==> src/rtl/arbpuf_xor_eval.sv <==
// arbpuf_xor_eval: multi-chain arbiter-PUF evaluator with launch/settle/recover sequencing
// and per-chain majority voting over repeated evaluations.
`default_nettype none

module arbpuf_chain #(
    parameter int STAGES = 32
) (
    input  logic              clk_i,
    input  logic              rst_ni,
    input  logic              launch_i,
    input  logic              clear_i,
    input  logic [STAGES-1:0] challenge_i,
    output logic              arb_o
);
    logic top_w, bot_w, swap_w;
    logic arb_q, done_q;

    // Each set challenge bit crosses the two racing paths at that stage.
    always_comb begin
        top_w  = launch_i;
        bot_w  = launch_i;
        swap_w = 1'b0;
        for (int i = 0; i < STAGES; i++) begin
            if (challenge_i[i]) begin
                swap_w = top_w;
                top_w  = bot_w;
                bot_w  = swap_w;
            end
        end
    end

    always_ff @(posedge clk_i or negedge rst_ni) begin
        if (!rst_ni) begin
            arb_q  <= 1'b0;
            done_q <= 1'b0;
        end else if (clear_i) begin
            arb_q  <= 1'b0;
            done_q <= 1'b0;
        end else if (!done_q && (top_w || bot_w)) begin
            arb_q  <= top_w && !bot_w;
            done_q <= 1'b1;
        end
    end

    assign arb_o = arb_q;
endmodule

module arbpuf_xor_eval #(
    parameter int STAGES        = 32,
    parameter int CHAINS        = 4,
    parameter int SETTLE_CYCLES = 8,
    parameter int VOTES         = 5
) (
    input  logic              clk_i,
    input  logic              rst_ni,
    input  logic              start_i,
    input  logic [STAGES-1:0] challenge_i,
    output logic              busy_o,
    output logic              valid_o,
    output logic [CHAINS-1:0] resp_o,
    output logic              xor_o,
    output logic [CHAINS-1:0] stable_o
);
    localparam int SW = $clog2(SETTLE_CYCLES);
    localparam int VW = $clog2(VOTES + 1);
    localparam logic [SW-1:0] SETTLE_LAST = SW'(SETTLE_CYCLES - 1);
    localparam logic [VW-1:0] VOTE_LAST   = VW'(VOTES - 1);
    localparam logic [VW-1:0] VOTE_HALF   = VW'(VOTES / 2);
    localparam logic [VW-1:0] VOTE_ALL    = VW'(VOTES);

    typedef enum logic [2:0] {
        IDLE    = 3'd0,
        LAUNCH  = 3'd1,
        SETTLE  = 3'd2,
        SAMPLE  = 3'd3,
        RECOVER = 3'd4,
        DECIDE  = 3'd5
    } state_t;

    state_t            state_q;
    logic [STAGES-1:0] chal_q;
    logic              launch_q, clear_q;
    logic [SW-1:0]     settle_q;
    logic [VW-1:0]     vote_q;
    logic [VW-1:0]     ones_q [CHAINS];
    logic              busy_q, valid_q, xor_q;
    logic [CHAINS-1:0] resp_q, stable_q;
    logic [CHAINS-1:0] sync1_q, sync2_q;
    logic [CHAINS-1:0] arb_raw;
    logic [CHAINS-1:0] resp_d, stable_d;

    for (genvar k = 0; k < CHAINS; k++) begin : g_chain
        arbpuf_chain #(.STAGES(STAGES)) u_chain (
            .clk_i       (clk_i),
            .rst_ni      (rst_ni),
            .launch_i    (launch_q),
            .clear_i     (clear_q),
            .challenge_i (chal_q),
            .arb_o       (arb_raw[k])
        );
    end

    always_ff @(posedge clk_i or negedge rst_ni) begin
        if (!rst_ni) begin
            sync1_q <= '0;
            sync2_q <= '0;
        end else begin
            sync1_q <= arb_raw;
            sync2_q <= sync1_q;
        end
    end

    always_comb begin
        resp_d   = '0;
        stable_d = '0;
        for (int k = 0; k < CHAINS; k++) begin
            resp_d[k]   = ones_q[k] > VOTE_HALF;
            stable_d[k] = (ones_q[k] == '0) || (ones_q[k] == VOTE_ALL);
        end
    end

    always_ff @(posedge clk_i or negedge rst_ni) begin
        if (!rst_ni) begin
            state_q  <= IDLE;
            chal_q   <= '0;
            launch_q <= 1'b0;
            clear_q  <= 1'b1;
            settle_q <= '0;
            vote_q   <= '0;
            for (int k = 0; k < CHAINS; k++) ones_q[k] <= '0;
            busy_q   <= 1'b0;
            valid_q  <= 1'b0;
            resp_q   <= '0;
            xor_q    <= 1'b0;
            stable_q <= '0;
        end else begin
            valid_q <= 1'b0;
            case (state_q)
                IDLE: begin
                    if (start_i) begin
                        chal_q <= challenge_i;
                        vote_q <= '0;
                        for (int k = 0; k < CHAINS; k++) ones_q[k] <= '0;
                        busy_q  <= 1'b1;
                        state_q <= LAUNCH;
                    end
                end
                LAUNCH: begin
                    launch_q <= 1'b1;
                    clear_q  <= 1'b0;
                    settle_q <= '0;
                    state_q  <= SETTLE;
                end
                SETTLE: begin
                    if (settle_q == SETTLE_LAST) state_q <= SAMPLE;
                    else                         settle_q <= settle_q + 1'b1;
                end
                SAMPLE: begin
                    for (int k = 0; k < CHAINS; k++) ones_q[k] <= ones_q[k] + VW'(sync2_q[k]);
                    launch_q <= 1'b0;
                    clear_q  <= 1'b1;
                    settle_q <= '0;
                    state_q  <= RECOVER;
                end
                RECOVER: begin
                    if (settle_q == SETTLE_LAST) begin
                        clear_q <= 1'b0;
                        if (vote_q == VOTE_LAST) begin
                            state_q <= DECIDE;
                        end else begin
                            vote_q  <= vote_q + 1'b1;
                            state_q <= LAUNCH;
                        end
                    end else begin
                        settle_q <= settle_q + 1'b1;
                    end
                end
                DECIDE: begin
                    resp_q   <= resp_d;
                    stable_q <= stable_d;
                    xor_q    <= ^resp_d;
                    valid_q  <= 1'b1;
                    busy_q   <= 1'b0;
                    state_q  <= IDLE;
                end
                default: state_q <= IDLE;
            endcase
        end
    end

    assign busy_o   = busy_q;
    assign valid_o  = valid_q;
    assign resp_o   = resp_q;
    assign xor_o    = xor_q;
    assign stable_o = stable_q;
endmodule

`default_nettype wire

==> config.mk <==
export PLATFORM = sky130hd
export DESIGN_NAME = arbpuf_xor_eval
export DESIGN_NICKNAME = d
export VERILOG_FILES = /design/src/rtl/arbpuf_xor_eval.sv
export SDC_FILE = /design/constraint.sdc
export NUM_CORES = 1
export LEC_CHECK = 0
export ABC_AREA = 1
export CORE_MARGIN = 2
export CORE_UTILIZATION = 50
export DETAILED_ROUTE_END_ITERATION = 6
export HOLD_SLACK_MARGIN = 0.03
export PLACE_DENSITY_LB_ADDON = 0.05
export SETUP_SLACK_MARGIN = 0.15
export SLEW_MARGIN = 0
export SYNTH_ARGS = -nofsm -noshare
export SYNTH_HDL_FRONTEND = slang
export SYNTH_HIERARCHICAL = 1
export SYNTH_SLANG_ARGS = --single-unit
==> constraint.sdc <==
create_clock -name clk_i -period 1.6 [get_ports clk_i]
set_input_delay 0.24 -clock clk_i [delete_from_list [all_inputs] [get_ports clk_i]]
set_output_delay 0.24 -clock clk_i [all_outputs]
set_load 0.05 [all_outputs]
==> results of run 1 <==
==> metal layers <==
layer / track usage / vias to the layer above
met3: 0.0460 / 2
li1: - / 690
met4: 0.0625 / 0
met1: 0.214 / 616
met5: 0 / -
met2: 0.278 / 21
==> area by class of cell <==
class	instances	area (um2)	area share
multi-input combinational	137	766	0.361
sequential	40	1000	0.471
inverter	23	90.1	0.0424
clock buffer	5	68.8	0.0324
timing repair buffer	18	138	0.0648
tap	48	60.1	0.0283
==> power by group through the flow <==
stage | logic (uW) | registers, uW | clock network [uW]
detailed placement | 168 | 1100 | 0
global placement | 159 | 1100 | 0
finish | 169 | 1090 | 576
global route | 197 | 1090 | 641
floorplan | 124 | 1100 | 0
CTS | 170 | 1090 | 600
==> worst paths after layout <==
path / start / endpoint / slack (ps) / depth (start not counted)
min in group asynchronous: rst_ni / settle_q[2] / 540 / 3
max in group asynchronous: rst_ni / stable_o[0] / 720 / 3
setup reg to reg: state_q[2] / state_q[2] / 320 / 6
setup / recovery: state_q[2] / state_q[2] / 320 / 6
hold / removal: sync1_q[3] / sync2_q[3] / 350 / 0
hold reg to reg: sync1_q[3] / sync2_q[3] / 350 / 0
==> registers in the layout (all words and copies together), names as in the netlist <==
signal    cells
vote_q        3
busy_o        1
sync2_q       4
valid_o       1
xor_o         1
settle_q      3
sync1_q       4
stable_o      4
resp_o        4
ones_q       12
state_q       3
==> through the flow <==
stage          hold slack (ps)  std cells  power, uW
2_1_floorplan            -55.6        209       1220
3_3_place_gp               323        264       1260
3_5_place_dp               321        264       1270
4_1_cts                    356        270       1860
5_1_grt                    368        271       1930
6_report                   352        271       1830
==> repair_timing <==
action / 4_1_cts / 5_1_grt
endpoints found under the setup margin: 0 / 8
hold buffers: 1 / 0
buffers inserted: 0 / 1
endpoints found under the hold margin: 40 / 0
gates resized for setup: 0 / 7
==> worst max-delay path, cell delays in order, from the launching register on <==
cell	delay [ps]
dfrtp_1	450
inv_2	160
nand3_1	130
nand2_1	130
nand2_2	110
nand3_1	90
o21ai_0	80
==> flow_metrics.env, run 1 <==
export IMPL_status="completed"
export IMPL_worstPathMaxFanout=7
export IMPL_io_pins=46
export IMPL_postRouteWirelength_um=3170
export IMPL_maxCapViolations=0
export IMPL_die_w_um=65.9
export IMPL_ir_drop_mv=0.526
export IMPL_gp_congestion=0.759
export IMPL_synth_nets=256
export IMPL_cts_buffers=5
export IMPL_p_seq_frac=0.593
export IMPL_synthesis_area_um2=1910
export IMPL_cts_tree="done"
export IMPL_vias=1329
export IMPL_setup_violations=0
export IMPL_antenna_found_initial=0
export IMPL_n_antenna_cell=0
export IMPL_clock_path_buffers=2
export IMPL_wl_met3_um=113
export IMPL_worstPathRequired_ps=1760
export IMPL_wl_met2_um=1540
export IMPL_detail_route_antenna_nets=0
export IMPL_mostFrequentLayoutCells="61 x nand2_1, 40 x dfrtp_1, 18 x inv_1, 15 x buf_4, 14 x nand3_1"
export IMPL_crit_type="reg -> reg"
export IMPL_io_buffers=13
export IMPL_postLayoutCoreUtil=0.580
export IMPL_drt_met1_wl_um=1510
export IMPL_path_clk_slew_ps=60
export IMPL_power_switching_uw=434
export IMPL_p_comb_frac=0.092
export IMPL_core_area_um2=3660
export IMPL_clkPwrFrac=0.315
export IMPL_grt_overflow=0
export IMPL_fin_skew_ps=4.47
export IMPL_top_layer_used="met4"
export IMPL_first_global_vias=1286
export IMPL_final_fill_count=318
export IMPL_root_buffer="clkbuf_8"
export IMPL_start_kind="flip-flop"
export IMPL_fp_dieArea_um2=4340
export IMPL_fin_area_um2=2120
export IMPL_placed_area_um2=2020
export IMPL_p_per_area_nw_per_um2=862
export IMPL_drt_pass1_iter_count=4
export IMPL_endpoint_kind="flip-flop"
export IMPL_start_util=0.523
export IMPL_tns_ps=0
export IMPL_layout_drive_gt1_share=0.170
export IMPL_internal_power_uw=1400
export IMPL_cts_sinks=40
export IMPL_syn_area_per_cell_um2=9.16
export IMPL_fmax_mhz=779
export IMPL_drtIter0Drc=64
export IMPL_hold_violations=0
export IMPL_area_growth_pct=10.9
export IMPL_p_leak_uw=0.00110
export IMPL_final_common_cell="nand2_1"
export IMPL_netlist_instances=209
export IMPL_period_share=0.802
export IMPL_grt_max_degree=41
export IMPL_grt_total_usage=0.169
export IMPL_fin_crit_ps=1280
export IMPL_fp_dieH_um=65.9
export IMPL_setup_slack_ps=317
export IMPL_wire_per_inst_um=11.7
export IMPL_synth_warnings=6
export IMPL_hpwl_um=2270
export IMPL_nets=272
export IMPL_hold_class="reg -> reg"
export IMPL_drv_slew=0
export IMPL_rsz0062_at_grt="no"
export IMPL_dp_slack_ps=240
export IMPL_htree_levels=2
export IMPL_via_per_inst=4.90
export IMPL_fp_row_count=22
export IMPL_cp_arrival_ps=1440
export IMPL_swShare=0.237
export IMPL_route_detailed_drc=0
export IMPL_clock_latency_ps=280
export IMPL_grt_pass1_wl_um=5520
Power figures use the tool's default switching activity.
==> inputs of run 2 (changes only) <==
==> constraint.sdc (replaced) <==
create_clock -name clk_i -period 1.25 [get_ports clk_i]
set_input_delay 0.1875 -clock clk_i [delete_from_list [all_inputs] [get_ports clk_i]]
set_output_delay 0.1875 -clock clk_i [all_outputs]
set_load 0.05 [all_outputs]
==> run 2 against run 1 <==
Net effect:
- sequential cell count unchanged
- via count grew 13%
- design area is 34% higher
- die area did not move
- clock skew is 5.7 ps higher
- register-to-register slack worse by 300 ps
- total power up 44%
- clock power grew 53%
- largest power group unchanged
- setup slack worse by 300 ps
- largest cell class is now multi-input gates
==> flow_metrics.env, run 2 (synthesized netlist as in run 1, its figures left out) <==
export IMPL_r2r_end="settle_q[2]"
export IMPL_core_area_um2=3660
export IMPL_worstRegToRegCells=7
export IMPL_cts_buffers=5
export IMPL_gp_congestion=0.795
export IMPL_ir_drop_mv=0.784
export IMPL_p_comb_frac=0.138
export IMPL_grt_total_usage=0.187
export IMPL_postRouteWirelength_um=4260
export IMPL_setup_violations=0
export IMPL_die_w_um=65.9
export IMPL_fp_dieArea_um2=4340
export IMPL_final_fill_count=216
export IMPL_multi_input_area_um2=1120
export IMPL_drt_pass1_iter_count=4
export IMPL_regMostFlops="ones_q"
export IMPL_fin_skew_ps=10.2
export IMPL_vias=1505
export IMPL_fin_crit_ps=1240
export IMPL_start_kind="flip-flop"
export IMPL_drv_slew=0
export IMPL_route_detailed_drc=0
export IMPL_endpoint_kind="flip-flop"
export IMPL_fp_dieH_um=65.9
export IMPL_mostFrequentLayoutCells="43 x nand2_1, 36 x dfrtp_1, 17 x buf_4, 14 x inv_1"
export IMPL_clock_path_buffers=2
export IMPL_crit_type="reg -> reg"
export IMPL_fmax_mhz=808
export IMPL_io_buffers=13
export IMPL_worstPathMaxFanout=7
export IMPL_hold_violations=0
export IMPL_whs_ps=350
export IMPL_final_common_cell="nand2_1"
export IMPL_hpwl_um=2270
export IMPL_layout_drive_gt1_share=0.490
export IMPL_start_util=0.523
export IMPL_p_per_area_nw_per_um2=927
export IMPL_path_clk_slew_ps=70
export IMPL_first_global_vias=1424
export IMPL_regArea_um2=1010
export IMPL_largest_reg_flops=12
export IMPL_r2r_start="state_q[2]"
export IMPL_root_buffer="clkbuf_8"
export IMPL_antenna_found_initial=0
export IMPL_detail_route_antenna_nets=0
export IMPL_maxCapViolations=0
export IMPL_htree_levels=2
export IMPL_nets=291
export IMPL_grt_max_degree=41
export IMPL_drtIter0Drc=88
export IMPL_place_inst=270
export IMPL_hp_start="sync1_q[2]"
export IMPL_fp_row_count=22
export IMPL_fin_total_pwr_uw=2640
export IMPL_worstPathRequired_ps=1440
export IMPL_swShare=0.256
export IMPL_via_per_inst=5.14
export IMPL_grt_pass1_wl_um=6140
export IMPL_clkPwrFrac=0.333
export IMPL_hold_class="reg -> reg"
export IMPL_power_switching_uw=678
export IMPL_cp_arrival_ps=1430
export IMPL_clock_latency_ps=300
export IMPL_internal_power_uw=1970
export IMPL_holdPathEnd="sync2_q[2]"
export IMPL_status="completed"
export IMPL_cts_tree="done"
export IMPL_cts_sinks=40
export IMPL_p_leak_uw=0.00132
export IMPL_instances_no_fill=293
export IMPL_area_growth_pct=49.0
export IMPL_rsz0062_at_grt="yes"
export IMPL_hold_depth=0
export IMPL_io_pins=46
export IMPL_period_share=0.990
export IMPL_grt_overflow=0
export IMPL_postLayoutCoreUtil=0.779
export IMPL_n_antenna_cell=0
export IMPL_p_seq_frac=0.529
export IMPL_reg2reg_slack_ps=10
export IMPL_wire_per_inst_um=14.5
run 2: stage by stage:
stage	TNS, ps	setup WS, ps	cell area [um2]
2_1_floorplan	0	80.4	1930
3_3_place_gp	-5.04	-4.84	2240
3_5_place_dp	-127	-30.7	2240
4_1_cts	0	15.1	2510
5_1_grt	-527	-95.0	2850
6_report	0	13.1	2850
run 2: power groups by stage:
stage / registers [uW] / logic [uW] / clock network [uW]
floorplan: 1400 / 159 / 0
global placement: 1410 / 213 / 0
detailed placement: 1410 / 223 / 0
CTS: 1390 / 276 / 880
global route: 1410 / 406 / 946
finish: 1400 / 366 / 881
run 2: worst max-delay path by stage:
stage | cells past startpoint | to | startpoint | slack [ps]
6_report | 7 | settle_q[2] | state_q[2] | 10
5_1_grt | 6 | vote_q[1] | state_q[2] | -90
4_1_cts | 7 | vote_q[1] | settle_q[0] | 20
3_5_place_dp | 8 | vote_q[1] | vote_q[0] | -30
3_3_place_gp | 6 | ones_q[11] | state_q[0] | -5
2_1_floorplan | 7 | vote_q[1] | settle_q[0] | 80
run 2: layout make-up:
class | count | share of cell area
sequential | 40 | 0.353
multi-input combinational | 137 | 0.394
clock buffer | 8 | 0.0316
tap | 48 | 0.0211
inverter | 23 | 0.0369
timing repair inverter | 2 | 0.0114
timing repair buffer | 35 | 0.153
run 2: repair_timing:
item	in CTS	in global routing
endpoints found under the setup margin	29	30
resized for setup	33	76
gates cloned	0	2
endpoints found under the hold margin	40	0
hold buffers	1	0
pin swaps	14	14
setup buffers	8	4
run 2: worst max-delay path: stages, from the launching register on:
cell and delay (ps):
dfrtp_1 420, buf_4 170, nand3_1 130, nand2_2 110, nand2_4 120, nand2_2 60
nand3_1 60, nand2_1 50
run 2: per-layer routing:
layer / track usage / share of wire
met3: 0.0409 / 0.039
met5: 0 / 0
met2: 0.324 / 0.53
met4: 0.0755 / 0.019
met1: 0.226 / 0.41
==> inputs of run 3 (changes only) <==
--- a/config.mk
+++ b/config.mk
@@ -6,10 +6,10 @@
 export NUM_CORES = 1
 export LEC_CHECK = 0
 export ABC_AREA = 1
-export CORE_MARGIN = 2
 export CORE_UTILIZATION = 50
 export DETAILED_ROUTE_END_ITERATION = 6
 export HOLD_SLACK_MARGIN = 0.03
+export MAX_ROUTING_LAYER = met4
 export PLACE_DENSITY_LB_ADDON = 0.05
 export SETUP_SLACK_MARGIN = 0.15
 export SLEW_MARGIN = 0
==> run 3 against run 2 <==
Net effect:
- the run now ends with setup timing left
- largest cell class unchanged
- cell count grew 0.34%
- die area fell by 6.0%
- utilization is 0.96 points lower
- critical path type unchanged
- design area down 1.2%
- non-clock buffer count increased by 2
- global-route usage increased by 2.2 points
- setup slack worse by 28 ps
- worst hold slack gained 3.1 ps
- via count increased by 1.1%
- combinational power is 4% lower
- maximum frequency decreased by 2.2%
- sequential power is essentially flat
==> flow_metrics.env, run 3 (synthesized netlist as in run 1, its figures left out) <==
export IMPL_status="finished, violations left"
export IMPL_violations="setup timing"
export IMPL_hold_violations=0
export IMPL_grt_max_degree=41
export IMPL_endpoint_kind="flip-flop"
export IMPL_path_buf_inv=1
export IMPL_fin_total_pwr_uw=2770
export IMPL_postRouteWirelength_um=4110
export IMPL_htree_levels=2
export IMPL_crit_type="reg -> reg"
export IMPL_crit_chain="buf_4 > ha_2 > or2_2 > nand3_1 > o21ai_1"
export IMPL_period_share=1.01
export IMPL_start_kind="flip-flop"
export IMPL_cp_arrival_ps=1440
export IMPL_fin_skew_ps=8.50
export IMPL_whs_ps=353
export IMPL_via_per_inst=5.17
export IMPL_critPathTopFamily="flip-flops"
export IMPL_antenna_found_initial=0
export IMPL_critPathLaunch="vote_q[1]"
export IMPL_io_buffers=13
export IMPL_cts_buffers=5
export IMPL_root_buffer="clkbuf_8"
export IMPL_multi_input_area_um2=1070
export IMPL_drt_pass1_iter_count=4
export IMPL_fp_dieArea_um2=4080
export IMPL_detail_route_antenna_nets=0
export IMPL_fp_row_count=22
export IMPL_fmax_mhz=790
export IMPL_regMostFlops="ones_q"
export IMPL_hold_depth=0
export IMPL_gp_congestion=0.804
export IMPL_grt_overflow=0
export IMPL_fp_dieH_um=63.9
export IMPL_start_util=0.523
export IMPL_p_leak_uw=0.00133
export IMPL_grt_pass1_wl_um=6270
export IMPL_vias=1521
export IMPL_grt_total_usage=0.209
export IMPL_final_common_cell="nand2_1"
export IMPL_reg2reg_slack_ps=-20
export IMPL_layout_drive_gt1_share=0.488
export IMPL_p_per_area_nw_per_um2=985
export IMPL_path_clk_slew_ps=80
export IMPL_cts_sinks=40
export IMPL_core_area_um2=3660
export IMPL_hpwl_um=2320
export IMPL_rsz0062_at_grt="yes"
export IMPL_slowest_delay_ps=410
export IMPL_area_growth_pct=47.1
export IMPL_worstPathMaxFanout=3
export IMPL_r2r_start="vote_q[1]"
export IMPL_clock_latency_ps=290
export IMPL_place_inst=270
export IMPL_mostFrequentLayoutCells="41 x nand2_1, 36 x dfrtp_1, 17 x buf_4, 15 x inv_1"
export IMPL_worstPathRequired_ps=1420
export IMPL_io_pins=46
export IMPL_die_w_um=63.9
export IMPL_hold_class="reg -> reg"
export IMPL_drv_slew=0
export IMPL_nets=292
export IMPL_tns_ps=-39.3
export IMPL_route_detailed_drc=0
export IMPL_wire_per_inst_um=14.0
export IMPL_clock_path_buffers=2
export IMPL_ir_drop_mv=0.926
export IMPL_setup_slack_ps=-15.1
export IMPL_holdPathEnd="sync2_q[3]"
export IMPL_largest_reg_flops=12
export IMPL_slowest_stage="dfrtp_1"
export IMPL_worstRegToRegCells=5
export IMPL_instances_no_fill=294
export IMPL_drtIter0Drc=65
export IMPL_cts_tree="done"
export IMPL_first_global_vias=1411
export IMPL_maxCapViolations=0
export IMPL_n_antenna_cell=0
export IMPL_regArea_um2=1010
export IMPL_fin_crit_ps=1270
export IMPL_r2r_end="vote_q[2]"
export IMPL_final_fill_count=232
export IMPL_setup_violations=3
export IMPL_hp_start="sync1_q[3]"
==> run 3: cell count changes in the layout (fill, tap and decap cells not counted), sizes merged <==
cell | previous run | this run
buf | 33 | 35
bufinv | 0 | 1
clkbuf | 8 | 6
==> run 3: worst register-to-register path, delay by kind of cell (launching register included) <==
| kind | cells | cell delay (ps) |
|---|---|---|
| buffers and inverters | 1 | 150 |
| adders and majority gates | 1 | 160 |
| DFF | 1 | 410 |
| and+or+nand+nor | 2 | 370 |
| AOI/OAI and AO/OA | 1 | 70 |
==> run 3: how the worst max path moves through the flow <==
| stage | slack, ps | cells past startpoint | endpoint |
|---|---|---|---|
| floorplan | 80 | 7 | vote_q[1] |
| detailed placement | -50 | 8 | vote_q[1] |
| finish | -20 | 5 | vote_q[2] |
| global route | -100 | 8 | vote_q[0] |
| global placement | -5 | 6 | ones_q[11] |
| CTS | 10 | 7 | vote_q[1] |
==> run 3: report_power, final <==
part	internal (uW)	total (uW)	leakage, uW	switching, uW
logic	164	352	0.000792	188
clock network	592	1020	0.0000552	432
registers	1350	1400	0.000483	51.3
total	2100	2770	0.00133	671
==> run 3: timing repair <==
| item | CTS | global route |
|---|---|---|
| cloned | 0 | 1 |
| hold endpoints to repair | 40 | 0 |
| pin swaps | 15 | 15 |
| buffers inserted | 9 | 5 |
| hold buffers | 1 | 0 |
| resized for setup | 35 | 66 |
| endpoints found under the setup margin | 29 | 30 |
==> run 3: layout make-up <==
cell class	instances	share of cell area
multi-input cells	137	0.380
clock buffers	6	0.0258
repair inverters	1	0.00578
repair buffers	37	0.159
well taps	48	0.0213
flip-flops and latches	40	0.357
inverters	23	0.0378
clock inverters	2	0.0124
==> run 3: metrics by stage <==
step | area (um2) | setup WS (ps) | utilization
detailed placement | 2240 | -51.9 | 0.611
finish | 2820 | -15.1 | 0.769
floorplan | 1930 | 80.4 | -
global placement | 2240 | -5.13 | 0.611
CTS | 2530 | 10.5 | 0.691
global route | 2820 | -105 | 0.769
==> run 3: layer usage <==
| metal | GRT usage | part of all wire | wire length [um] |
|---|---|---|---|
| met1 | 0.257 | 0.42 | 1740 |
| met2 | 0.334 | 0.53 | 2190 |
| met3 | 0.0500 | 0.032 | 132 |
| met4 | 0.0795 | 0.011 | 46 |
| met5 | - | 0 | 0 |
